`config.mk`:
```
export PLATFORM = sky130hd
export DESIGN_NAME = operand_issue
export DESIGN_NICKNAME = d
export VERILOG_FILES = /design/src/rtl/pipe_pkg.sv /design/src/rtl/reg_scoreboard.sv /design/src/rtl/operand_issue.sv
export SDC_FILE = /design/constraint.sdc
export NUM_CORES = 1
export LEC_CHECK = 0
export BUFFER_PORTS_ARGS = -buffer_cell sky130_fd_sc_hd__buf_2
export CAP_MARGIN = 20
export CORE_MARGIN = 1
export CORE_UTILIZATION = 40
export DETAILED_ROUTE_END_ITERATION = 10
export HOLD_SLACK_MARGIN = 0.1
export PLACE_DENSITY = 0.6
export SYNTH_ARGS = -nofsm -noshare
export SYNTH_HDL_FRONTEND = slang
export SYNTH_SLANG_ARGS = --single-unit
```
`constraint.sdc`:
```
create_clock -name clock -period 10.15 [get_ports clock]
set_input_delay 2.03 -clock clock [delete_from_list [all_inputs] [get_ports clock]]
set_output_delay 2.03 -clock clock [all_outputs]
set_load 0.02 [all_outputs]
```
`src/rtl/pipe_pkg.sv`:
```
// Shared pipeline definitions: opcodes, decode result, execute payload and the decoder.
package pipe_pkg;

  localparam int unsigned DATA_W   = 32;
  localparam int unsigned REG_W    = 5;
  localparam int unsigned NUM_REGS = 32;

  localparam logic [5:0] OP_RTYPE = 6'b000000;
  localparam logic [5:0] OP_LW    = 6'b100011;
  localparam logic [5:0] OP_SW    = 6'b101011;
  localparam logic [5:0] OP_BEQ   = 6'b000100;
  localparam logic [5:0] OP_BNE   = 6'b000101;
  localparam logic [5:0] OP_J     = 6'b000010;
  localparam logic [5:0] OP_JAL   = 6'b000011;

  typedef struct packed {
    logic             src1_used;
    logic             src2_used;
    logic [REG_W-1:0] dest;
    logic             dest_valid;
  } decode_t;

  typedef struct packed {
    logic [DATA_W-1:0] instr;
    logic [DATA_W-1:0] pc;
    logic [DATA_W-1:0] op_a;
    logic [DATA_W-1:0] op_b;
    logic [REG_W-1:0]  dest;
    logic              dest_valid;
  } ex_payload_t;

  // Unlisted opcodes decode as I-type (rs source, rt dest); r0 is never a real dest.
  function automatic decode_t decode_instr(input logic [DATA_W-1:0] instr);
    decode_t d;
    d.src1_used  = 1'b1;
    d.src2_used  = 1'b0;
    d.dest       = instr[20:16];
    d.dest_valid = 1'b1;
    case (instr[31:26])
      OP_RTYPE: begin
        d.src2_used = 1'b1;
        d.dest      = instr[15:11];
      end
      OP_LW: d.src2_used = 1'b0;
      OP_SW, OP_BEQ, OP_BNE: begin
        d.src2_used  = 1'b1;
        d.dest       = '0;
        d.dest_valid = 1'b0;
      end
      OP_J: begin
        d.src1_used  = 1'b0;
        d.dest       = '0;
        d.dest_valid = 1'b0;
      end
      OP_JAL: begin
        d.src1_used = 1'b0;
        d.dest      = REG_W'(31);
      end
      default: ;
    endcase
    if (d.dest == '0) d.dest_valid = 1'b0;
    return d;
  endfunction

endpackage

```
`src/rtl/reg_scoreboard.sv`:
```
// Pending-write scoreboard: one bit per architectural register, set on issue, cleared on writeback.
module reg_scoreboard
  import pipe_pkg::*;
(
  input  logic             clock,
  input  logic             reset,
  input  logic             set_en_i,
  input  logic [REG_W-1:0] set_reg_i,
  input  logic             clr_en_i,
  input  logic [REG_W-1:0] clr_reg_i,
  input  logic [REG_W-1:0] src1_reg_i,
  input  logic [REG_W-1:0] src2_reg_i,
  input  logic [REG_W-1:0] dest_reg_i,
  output logic             src1_pending_o,
  output logic             src2_pending_o,
  output logic             dest_pending_o
);

  logic [NUM_REGS-1:0] pending_q, pending_d;

  // Set is applied after clear so a same-cycle issue keeps the register pending.
  always_comb begin
    pending_d = pending_q;
    if (clr_en_i) pending_d[clr_reg_i] = 1'b0;
    if (set_en_i) pending_d[set_reg_i] = 1'b1;
    pending_d[0] = 1'b0;
  end

  always_ff @(posedge clock) begin
    if (reset) pending_q <= '0;
    else       pending_q <= pending_d;
  end

  assign src1_pending_o = pending_q[src1_reg_i];
  assign src2_pending_o = pending_q[src2_reg_i];
  assign dest_pending_o = pending_q[dest_reg_i];

endmodule

```
`src/rtl/operand_issue.sv`:
```
// Decode/operand-issue stage: holds one instruction, stalls on RAW/WAW hazards,
// and captures register-file operands into the execute-facing output register.
module operand_issue
  import pipe_pkg::*;
#(
  parameter int unsigned WIDTH = 32
) (
  input  logic             clock,
  input  logic             reset,
  input  logic             in_valid,
  output logic             in_ready,
  input  logic [WIDTH-1:0] in_instr,
  input  logic [WIDTH-1:0] in_pc,
  output logic [4:0]       rf_read_reg_1,
  output logic [4:0]       rf_read_reg_2,
  input  logic [WIDTH-1:0] rf_read_data_1,
  input  logic [WIDTH-1:0] rf_read_data_2,
  input  logic [4:0]       wb_write_reg,
  input  logic             wb_write_enable,
  input  logic             flush,
  output logic             ex_valid,
  input  logic             ex_ready,
  output logic [WIDTH-1:0] ex_instr,
  output logic [WIDTH-1:0] ex_pc,
  output logic [WIDTH-1:0] ex_op_a,
  output logic [WIDTH-1:0] ex_op_b,
  output logic [4:0]       ex_dest,
  output logic             ex_dest_valid
);

  logic              d_valid_q, d_valid_d;
  logic [DATA_W-1:0] d_instr_q, d_instr_d;
  logic [DATA_W-1:0] d_pc_q, d_pc_d;
  logic              ex_valid_q, ex_valid_d;
  ex_payload_t       ex_q, ex_d;

  decode_t dec;
  logic    src1_pend, src2_pend, dest_pend;
  logic    hazard, issue, accept;

  assign dec           = decode_instr(d_instr_q);
  assign rf_read_reg_1 = d_instr_q[25:21];
  assign rf_read_reg_2 = d_instr_q[20:16];

  reg_scoreboard u_scoreboard (
    .clock          (clock),
    .reset          (reset),
    .set_en_i       (issue & dec.dest_valid),
    .set_reg_i      (dec.dest),
    .clr_en_i       (wb_write_enable),
    .clr_reg_i      (wb_write_reg),
    .src1_reg_i     (rf_read_reg_1),
    .src2_reg_i     (rf_read_reg_2),
    .dest_reg_i     (dec.dest),
    .src1_pending_o (src1_pend),
    .src2_pending_o (src2_pend),
    .dest_pending_o (dest_pend)
  );

  // Flush suppresses issue entirely, so a redirected instruction never marks the scoreboard.
  assign hazard   = (dec.src1_used & src1_pend) | (dec.src2_used & src2_pend)
                  | (dec.dest_valid & dest_pend);
  assign issue    = d_valid_q & ~hazard & (~ex_valid_q | ex_ready) & ~flush;
  assign in_ready = ~flush & (~d_valid_q | issue);
  assign accept   = in_valid & in_ready;

  always_comb begin
    d_valid_d  = d_valid_q;
    d_instr_d  = d_instr_q;
    d_pc_d     = d_pc_q;
    ex_valid_d = ex_valid_q;
    ex_d       = ex_q;

    if (flush) begin
      d_valid_d = 1'b0;
    end else if (accept) begin
      d_valid_d = 1'b1;
      d_instr_d = in_instr;
      d_pc_d    = in_pc;
    end else if (issue) begin
      d_valid_d = 1'b0;
    end

    if (flush) begin
      ex_valid_d = 1'b0;
    end else if (issue) begin
      ex_valid_d       = 1'b1;
      ex_d.instr       = d_instr_q;
      ex_d.pc          = d_pc_q;
      ex_d.op_a        = rf_read_data_1;
      ex_d.op_b        = rf_read_data_2;
      ex_d.dest        = dec.dest;
      ex_d.dest_valid  = dec.dest_valid;
    end else if (ex_ready) begin
      ex_valid_d = 1'b0;
    end
  end

  always_ff @(posedge clock) begin
    if (reset) begin
      d_valid_q  <= 1'b0;
      d_instr_q  <= '0;
      d_pc_q     <= '0;
      ex_valid_q <= 1'b0;
      ex_q       <= '0;
    end else begin
      d_valid_q  <= d_valid_d;
      d_instr_q  <= d_instr_d;
      d_pc_q     <= d_pc_d;
      ex_valid_q <= ex_valid_d;
      ex_q       <= ex_d;
    end
  end

  assign ex_valid      = ex_valid_q;
  assign ex_instr      = ex_q.instr;
  assign ex_pc         = ex_q.pc;
  assign ex_op_a       = ex_q.op_a;
  assign ex_op_b       = ex_q.op_b;
  assign ex_dest       = ex_q.dest;
  assign ex_dest_valid = ex_q.dest_valid;

endmodule

```
==> summary.txt, run 1 <==
Pwr
  – P_leak: 4.830 nW
  – Pint: 1.511 mW
  – Worst IR drop on VDD: 101.6 µV
  – Total power: 2.025 mW
  – Switching power: 0.5136 mW
  – Pwr Density: 165.9 nW/µm²
  – Comb power frac: 0.093
  – Sw Share: 0.2536
  – Clock power frac: 0.437
  – Sequential Power Share: 0.469

Setup path
  – WP data required: 8.12 ns
  – R2r endpoint: ex_instr[12]
  – R2r worst-path depth: 10
  – Crit path DAT: 3.80 ns
  – Crit. End Element: output pin
  – Crit Path Category: flop to output pin
  – Setup crit start kind: flop
  – Crit-path max FO: 11
  – R2r setup slk: 5.38 ns
  – R2r startpoint: d_instr_q[16]

Routing
  – Post-route DRC: 0
  – Drt total wl: 28400 µm
  – DR pass1 iterations: 5
  – Wirelength per Cell: 16.37 µm
  – Via count: 8714
  – Post-DR vias/cell: 5.022
  – DRT antenna net count: 0
  – Iteration-0 DRC Markers: 676

Global route
  – Largest net degree at the start of global routing: 165
  – Vias in the first global route: 8209
  – GRT Residual Overflow: 0
  – M1 GR Usage: 0.2808
  – Grt peak-use layer: met2
  – GR Util met2: 0.3482
  – Initial antenna violation count: 4
  – Total Routing Usage GR: 0.2157
  – GR Layer Usage met3: 0.06000
  – First-pass GRT wire length: 44870 µm

Die
  – Initial Utilization: 0.4096
  – Core area: 24460 µm²
  – Die area: 25690 µm²
  – DIE HEIGHT: 160.3 µm
  – # IOs: 285
  – # rows: 57
  – Die Wd: 160.3 µm

STA
  – Slew of the pin with the lowest slew margin: 1.110 ns
  – Worst setup margin: 4.319 ns
  – Setup TNS: 0 ns
  – Slew Viols, Final: 0
  – Hold WS: 0.4473 ns
  – Final Hold Viols: 0
  – Fmax: 0.1715 GHz
  – Setup Skew: 0.01117 ns
  – Fin crit share: 0.5745
  – RSZ-0062 raised after global routing: no
  – Fin crit period: 5.832 ns
  – Setup violations, final: 0
  – Slew headroom: 0.2584

Placement
  – Placement Cell Area: 11410 µm²
  – DP HPWL: 18930 µm
  – Port Buffers: 284
  – Gpl congestion: 0.9232
  – Placed insts: 1687
  – Pre-CTS setup slack: 4.641 ns

Yosys
  – Yosys cell types: 57
  – Cell area after synthesis: 10020 µm²
  – Top cell type's share of synthesized area: 0.4615
  – Post-synth top cells: nand2_1 (326), dfxtp_1 (231), a21oi_1 (139)
  – Mapped Cells: 1170
  – Mapped Nets: 1309
  – Top-count cell post-synth: nand2_1
  – Mapped Avg Cell Area: 8.565 µm²
  – Yosys reg bits: 231
  – Number of synthesized flops with an enable pin: 0
  – Top area cells in the synthesized netlist: dfxtp_1 (46%), nand2_1 (12%), nand2b_1 (8.1%)
  – Async set or reset register ratio after synthesis: 0
  – Cell taking the most area after synthesis: dfxtp_1
  – Syn. warnings: 0
  – Top FF cell, synth: dfxtp_1
  – Sequential area share after synthesis: 0.4615

Finish
  – Area growth syn-to-layout: 21.81%
  – Layout Cells excl Fill: 1735
  – Fillcell total: 2416
  – Design area: 12210 µm²
  – Layout cells sized above 1: 0.2571
  – Nets: 1530
  – Fin util: 0.4990

Min path
  – Hold Crit Class: flop to flop
  – Hold Crit Depth: 2
  – Hold EP: ex_pc[5]
  – Hold_sp: d_pc_q[5]

Clock network
  – Reg clk slew, reported paths: 0.06 ns
  – H-Tree Depth: 1
  – Hold Buf Count CTS: 0
  – Worst skew pair latency: 0.53 ns
  – Max clock buf depth: 3
  – Number of CTS-inserted buffers: 26
  – Clock Tree Root: clkbuf_16
  – Clock sink total: 231
  – TritonCTS clock tree: yes
  – Setup Buffers After CTS: 0
  – Resize count post-CTS: 0

Run
  – Max-Cap Viols: 0

Status
  – Status: finished, final reports clean
[placed cells by master (no fill, tap or decap), types with 3 or more instances in the layout]
master | Yosys | routed
nand2_1 | 326 | 326
buf_2 | 33 | 283
dfxtp_1 | 231 | 231
a21oi_1 | 139 | 138
nand2b_1 | 130 | 130
mux2i_1 | 69 | 69
clkbuf_16 | 0 | 26
nor2_1 | 19 | 19
mux4_2 | 17 | 17
o21ai_1 | 16 | 16
nand3b_1 | 16 | 16
o22ai_1 | 16 | 16
a211oi_1 | 12 | 12
nand3_1 | 9 | 9
clkbuf_1 | 44 | 9
nand4_1 | 7 | 7
buf_4 | 11 | 7
and3_1 | 5 | 5
a21o_1 | 4 | 4
o21ai_0 | 4 | 4
nor3b_1 | 4 | 4
diode_2 | 0 | 3
inv_1 | 3 | 3
or4_1 | 3 | 3
nor3_1 | 3 | 3
clkinv_2 | 0 | 3
clkinvlp_4 | 0 | 3
[power groups by stage]
stage                     logic, mW  registers, mW  clock network [mW]
after floorplan               0.123          0.974                   0
after global placement        0.188          0.970                   0
after detailed placement      0.189          0.971                   0
after CTS                     0.190          0.951               0.908
after global routing          0.207          0.954               0.950
final                         0.189          0.951               0.885
[cell families (layout without fill, tap and decap cells)]
group                  Yosys count  after routing  synth area share
buffers and inverters          101            339           0.05207
flip-flops                     231            231            0.4615
other                            0              3                 0
multiplexers                    88             88            0.1094
AO/OA/AOI/OAI                  216            216            0.1277
AND/OR/NAND/NOR                534            534            0.2493
[per-layer routing]
layer	vias to the layer above	wire [µm]
met4	2	564
met5	-	17
met2	318	12860
met1	3986	12520
met3	44	2431
li1	4364	-
[final cells by class]
class / instances / area, µm² / area share
multi-input combinational: 838 / 4887 / 0.4004
sequential: 231 / 4624 / 0.3788
timing repair buffer: 291 / 1480 / 0.1213
clock buffer: 36 / 698.2 / 0.05720
tap: 324 / 405.4 / 0.03321
clock inverter: 9 / 92.59 / 0.007585
inverter: 3 / 11.26 / 0.0009225
antenna: 3 / 7.507 / 0.0006150
[state kept, by name, summed over array words and instances (netlist names)]
name                    count
d_pc_q                     32
ex_dest_valid               1
ex_instr                   32
ex_valid                    1
d_instr_q                  32
ex_op_b                    32
ex_pc                      32
u_scoreboard.pending_q     31
ex_dest                     5
d_valid_q                   1
ex_op_a                    32
[worst max-delay path, cell delays in order, from the launching register on]
cell,delay (ns)
dfxtp_1,0.37
or2_1,0.26
or3_1,0.47
a311oi_2,0.84
nand2_1,0.11
and3_1,0.19
a31oi_1,0.22
o22ai_2,0.14
o31ai_4,0.26
and2_1,0.18
nor2_1,0.06
buf_2,0.17
[worst max path at each step]
stage	startpoint	end	slack, ns
finish	d_instr_q[31]	in_ready	4.32
global route	d_instr_q[31]	in_ready	4.17
CTS	d_instr_q[16]	in_ready	4.36
detailed placement	ex_ready	in_ready	4.64
global placement	ex_ready	in_ready	4.71
floorplan	ex_ready	in_ready	4.74
Note: power is estimated with default switching activity, not from simulation.
==> run 2, diff against run 1 <==
--- a/config.mk
+++ b/config.mk
@@ -11,7 +11,7 @@
 export CORE_UTILIZATION = 40
 export DETAILED_ROUTE_END_ITERATION = 10
 export HOLD_SLACK_MARGIN = 0.1
-export PLACE_DENSITY = 0.6
+export PLACE_DENSITY = 0.62
 export SYNTH_ARGS = -nofsm -noshare
 export SYNTH_HDL_FRONTEND = slang
 export SYNTH_SLANG_ARGS = --single-unit
==> constraint.sdc (replaced) <==
create_clock -name clock -period 5 [get_ports clock]
set_input_delay 1 -clock clock [delete_from_list [all_inputs] [get_ports clock]]
set_output_delay 1 -clock clock [all_outputs]
set_load 0.02 [all_outputs]
==> run 2 against run 1 <==
- setup slack worse by 4.2 ns
- wire length down 0.35%
- die area unchanged
- first-iteration DRC count up 17%
- highest routed layer unchanged
- power up 110%
- critical path type unchanged
- via count about the same
==> summary.txt, run 2 (synthesized netlist as in run 1, its figures left out) <==
Status
  – Status: finished, final reports clean

Routing
  – Post-route DRC: 0
  – DR pass1 iterations: 5
  – Post-DR vias/cell: 5.018
  – Via count: 8711
  – Iteration-0 DRC Markers: 789
  – Drt total wl: 28300 µm
  – Wirelength per Cell: 16.30 µm
  – DRT antenna net count: 0

Finish
  – Nets: 1531
  – Fillcell total: 2391
  – Fin util: 0.5061
  – Design area: 12380 µm²
  – Most frequent cells in the layout: nand2_1 (326), buf_2 (283), dfxtp_1 (231), a21oi_1 (138), nand2b_1 (130)
  – Most frequent standard cell in the layout excluding fill and tap cells: nand2_1
  – Layout cells sized above 1: 0.2601
  – Layout Cells excl Fill: 1736
  – Area growth syn-to-layout: 23.55%

STA
  – Fmax: 0.2066 GHz
  – RSZ-0062 raised after global routing: no
  – Setup violations, final: 0
  – Slew Viols, Final: 0
  – Slew of the pin with the lowest slew margin: 0.9750 ns
  – Setup Skew: 0.01267 ns
  – Slew headroom: 0.3486
  – Fin crit period: 4.839 ns
  – Final Hold Viols: 0
  – Setup TNS: 0 ns
  – Fin crit share: 0.9678
  – Worst setup margin: 0.1608 ns
  – Hold WS: 0.4484 ns

Setup path
  – WP data required: 4.00 ns
  – Setup crit start kind: flop
  – Crit Path Category: flop to output pin
  – R2r worst-path depth: 9
  – R2r startpoint: d_instr_q[16]
  – Crit path DAT: 3.84 ns
  – R2r setup slk: 0.99 ns
  – Crit. End Element: output pin
  – Crit-path max FO: 13
  – R2r endpoint: ex_op_b[11]

Clock network
  – Reg clk slew, reported paths: 0.06 ns
  – H-Tree Depth: 1
  – Max clock buf depth: 3
  – Setup Buffers After CTS: 0
  – Clock sink total: 231
  – Number of CTS-inserted buffers: 27
  – Worst skew pair latency: 0.52 ns
  – TritonCTS clock tree: yes
  – Clock Tree Root: clkbuf_16

Global route
  – Initial antenna violation count: 2
  – Total Routing Usage GR: 0.2120
  – GRT Residual Overflow: 0
  – Vias in the first global route: 8071
  – First-pass GRT wire length: 44320 µm
  – Largest net degree at the start of global routing: 183

Pwr
  – Total power: 4.309 mW
  – P_leak: 4.921 nW
  – Worst IR drop on VDD: 261.0 µV
  – Pwr Density: 348.0 nW/µm²

Die
  – # rows: 57
  – Core area: 24460 µm²
  – # IOs: 285
  – Die area: 25690 µm²
  – Initial Utilization: 0.4096
  – DIE HEIGHT: 160.3 µm
  – Die Wd: 160.3 µm

Placement
  – Pre-CTS setup slack: 0.6541 ns
  – Placement Cell Area: 11460 µm²
  – Port Buffers: 284
  – Placed insts: 1687
  – Gpl congestion: 0.9195
  – DP HPWL: 18780 µm

Min path
  – Hold Crit Class: flop to flop
  – Hold EP: ex_pc[6]
  – Hold_sp: d_pc_q[6]
  – Hold Crit Depth: 2

Run
  – Max-Cap Viols: 0
[run 2: changes by cell type in the layout (fill, tap and decap cells not counted), sizes merged]
| cell | delta |
|---|---|
| clkinv | -1 |
| diode | -2 |
| bufinv | +2 |
| clkbuf | +5 |
| clkinvlp | -3 |
[run 2: worst max path at each step]
stage	start	end	slack, ns	depth (start not counted)
after floorplan	d_instr_q[21]	in_ready	0.90	10
after global placement	d_instr_q[31]	in_ready	0.76	11
after detailed placement	d_instr_q[31]	in_ready	0.65	11
after CTS	d_instr_q[31]	in_ready	0.08	11
after global routing	d_instr_q[16]	in_ready	0.04	9
final	d_instr_q[16]	in_ready	0.16	9
[run 2: area by class of cell]
class	count	area [µm²]	area share
multi-input combinational	838	4898	0.3957
sequential	231	4624	0.3735
tap	324	405.4	0.03274
timing repair buffer	291	1530	0.1236
clock buffer	41	798.3	0.06448
clock inverter	7	110.1	0.008893
antenna	1	2.502	0.0002021
inverter	3	11.26	0.0009096
[run 2: power breakdown]
part           leakage (nW)  switching, mW  internal [mW]
Clock                 0.449          0.753           1.24
Combinational          2.60          0.229          0.156
Sequential             1.87         0.0393           1.89
[run 2: critical path: stages (launching register included)]
cell and delay [ns]:
dfxtp_1 0.73, mux4_2 0.57, mux4_2 0.48, nand2_1 0.08, o21ai_0 0.08, a211oi_1 0.63, o31ai_4 0.24, and2_1 0.23
nor2_1 0.08, buf_2 0.18
[run 2: timing repair]
item	in CTS	in global routing
resized for setup	0	1
hold buffers	0	0
setup endpoints to repair	0	1
[run 2: metal layers]
| layer | global-route usage | vias to the layer above | part of all wire |
|---|---|---|---|
| met5 | 0 | - | 0.00035 |
| met2 | 0.3419 | 324 | 0.46 |
| li1 | - | 4361 | - |
| met3 | 0.06312 | 37 | 0.088 |
| met1 | 0.2775 | 3987 | 0.43 |
| met4 | 0.05022 | 2 | 0.020 |
==> run 3, diff against run 2 <==
--- a/config.mk
+++ b/config.mk
@@ -8,10 +8,10 @@
 export BUFFER_PORTS_ARGS = -buffer_cell sky130_fd_sc_hd__buf_2
 export CAP_MARGIN = 20
 export CORE_MARGIN = 1
-export CORE_UTILIZATION = 40
+export CORE_UTILIZATION = 35
 export DETAILED_ROUTE_END_ITERATION = 10
 export HOLD_SLACK_MARGIN = 0.1
-export PLACE_DENSITY = 0.62
+export PLACE_DENSITY = 0.56
 export SYNTH_ARGS = -nofsm -noshare
 export SYNTH_HDL_FRONTEND = slang
 export SYNTH_SLANG_ARGS = --single-unit
==> run 3 against run 2 <==
- setup slack improved by 0.084 ns
- via count is 1.4% higher
- highest routed layer unchanged
- combinational power increased by 3%
- global-route usage is 2.6 points lower
- cell count rose by 3.3%
- power decreased by 1.5%
- critical endpoint unchanged
- sequential power about the same
- wire length rose by 1.4%
==> summary.txt, run 3 (synthesized netlist as in run 1, its figures left out) <==
STA
  – Fmax: 0.2103 GHz
  – Fin crit share: 0.9511
  – Slew headroom: 0.3317
  – Setup violations, final: 0
  – Fin crit period: 4.756 ns
  – Setup TNS: 0 ns
  – RSZ-0062 raised after global routing: no
  – Slew of the pin with the lowest slew margin: 1.002 ns
  – Setup Skew: 0.01127 ns
  – Slew Viols, Final: 0
  – Final Hold Viols: 0

Die
  – Die Wd: 171.2 µm
  – Core area: 28010 µm²
  – # IOs: 285
  – # rows: 61
  – Die area: 29310 µm²
  – Initial Utilization: 0.3578
  – DIE HEIGHT: 171.2 µm

Global route
  – Largest net degree at the start of global routing: 141
  – GR Layer Usage met3: 0.06052
  – First-pass GRT wire length: 43370 µm
  – GR Util met2: 0.2941
  – Initial antenna violation count: 3
  – M1 GR Usage: 0.2404
  – Vias in the first global route: 7909
  – Grt peak-use layer: met2
  – Total Routing Usage GR: 0.1860
  – GRT Residual Overflow: 0

Clock network
  – TritonCTS clock tree: yes
  – Max clock buf depth: 3
  – Reg clk slew, reported paths: 0.06 ns
  – Hold Buf Count CTS: 0
  – Clock Tree Root: clkbuf_16
  – Worst skew pair latency: 0.52 ns
  – Number of CTS-inserted buffers: 26
  – H-Tree Depth: 1
  – Clock sink total: 231

Finish
  – Layout cells sized above 1: 0.2615
  – Fin util: 0.4453
  – Area growth syn-to-layout: 24.46%
  – Nets: 1537
  – Most frequent cells in the layout: nand2_1 (326), buf_2 (283), dfxtp_1 (231), a21oi_1 (138), nand2b_1 (130)
  – Most frequent standard cell in the layout excluding fill and tap cells: nand2_1

Routing
  – DR pass1 iterations: 4
  – Via count: 8837
  – Wirelength per Cell: 16.00 µm
  – Post-route DRC: 0
  – Post-DR vias/cell: 4.926
  – Iteration-0 DRC Markers: 566
  – Drt total wl: 28710 µm
  – DRT antenna net count: 0

Pwr
  – Pwr Density: 340.4 nW/µm²
  – P_leak: 4.935 nW
  – Total power: 4.246 mW
  – Worst IR drop on VDD: 262.2 µV

Placement
  – Port Buffers: 284
  – DP HPWL: 19550 µm
  – Gpl congestion: 0.8945

Setup path
  – Crit. End Element: output pin
  – Crit. Startpoint: d_instr_q[16]
  – Crit-path max FO: 13
  – R2r startpoint: d_instr_q[16]
  – Crit Path Category: flop to output pin
  – Setup crit start kind: flop
  – Crit path DAT: 3.76 ns
  – WP data required: 4.00 ns

Run
  – Max-Cap Viols: 0

Min path
  – Hold_sp: d_instr_q[9]
  – Hold Crit Class: flop to flop

Status
  – Status: finished, final reports clean
run 3: changes by cell type in the layout (fill, tap and decap cells not counted):
cell       before  now
clkbuf_1        7    8
clkinv_2        4    1
buf_12          4    5
buf_4           3    9
bufinv_16       3    2
run 3: final timing paths:
kind | to | slack, ns | cells after the start
worst max-delay path | in_ready | 0.24 | 9
worst min-delay path | ex_instr[9] | 0.44 | 2
worst max register to register | u_scoreboard.pending_q[22] | 0.92 | 9
worst min register to register | ex_instr[9] | 0.44 | 2
run 3: power breakdown:
| part | switching [mW] | internal [mW] |
|---|---|---|
| sequential | 0.0400 | 1.89 |
| clock | 0.734 | 1.19 |
| combinational | 0.236 | 0.159 |
run 3: what timing repair did:
action	in CTS	in global routing
buffers inserted	0	0
setup endpoints to repair	0	1
endpoints found under the hold margin	0	0
gates resized for setup	0	1
run 3: routing by layer:
layer  vias to the layer above  wire, µm
met1                      4079     12450
met2                       323     12830
met4                         4       756
li1                       4375         -
met5                         -        32
met3                        56      2641
run 3: stage by stage:
| stage | hold slack, ns | area (µm²) | setup WS (ns) | std cells |
|---|---|---|---|---|
| floorplan | 0.4323 | 10020 | 0.9020 | 1170 |
| global placement | 0.4392 | 11590 | 0.8511 | 1748 |
| detailed placement | 0.4429 | 11590 | 0.7608 | 1748 |
| CTS | 0.4435 | 12460 | 0.1809 | 1793 |
| global route | 0.4563 | 12470 | 0.02851 | 1793 |
| finish | 0.4418 | 12470 | 0.2444 | 1794 |
run 3: worst max-delay path: stages (launching register included):
cell	delay [ns]
dfxtp_1	0.75
mux4_2	0.59
mux4_2	0.48
nand2_1	0.07
o21ai_0	0.08
a211oi_1	0.58
o31ai_4	0.19
and2_1	0.22
nor2_1	0.08
buf_2	0.19
run 3: cell type report:
class	count	area (µm²)
inverter	3	11.26
tap	378	473.0
clock inverter	3	65.06
antenna	1	2.502
sequential	231	4624
timing repair buffer	298	1595
clock buffer	42	802.0
fill	2824	15540
multi-input combinational	838	4898
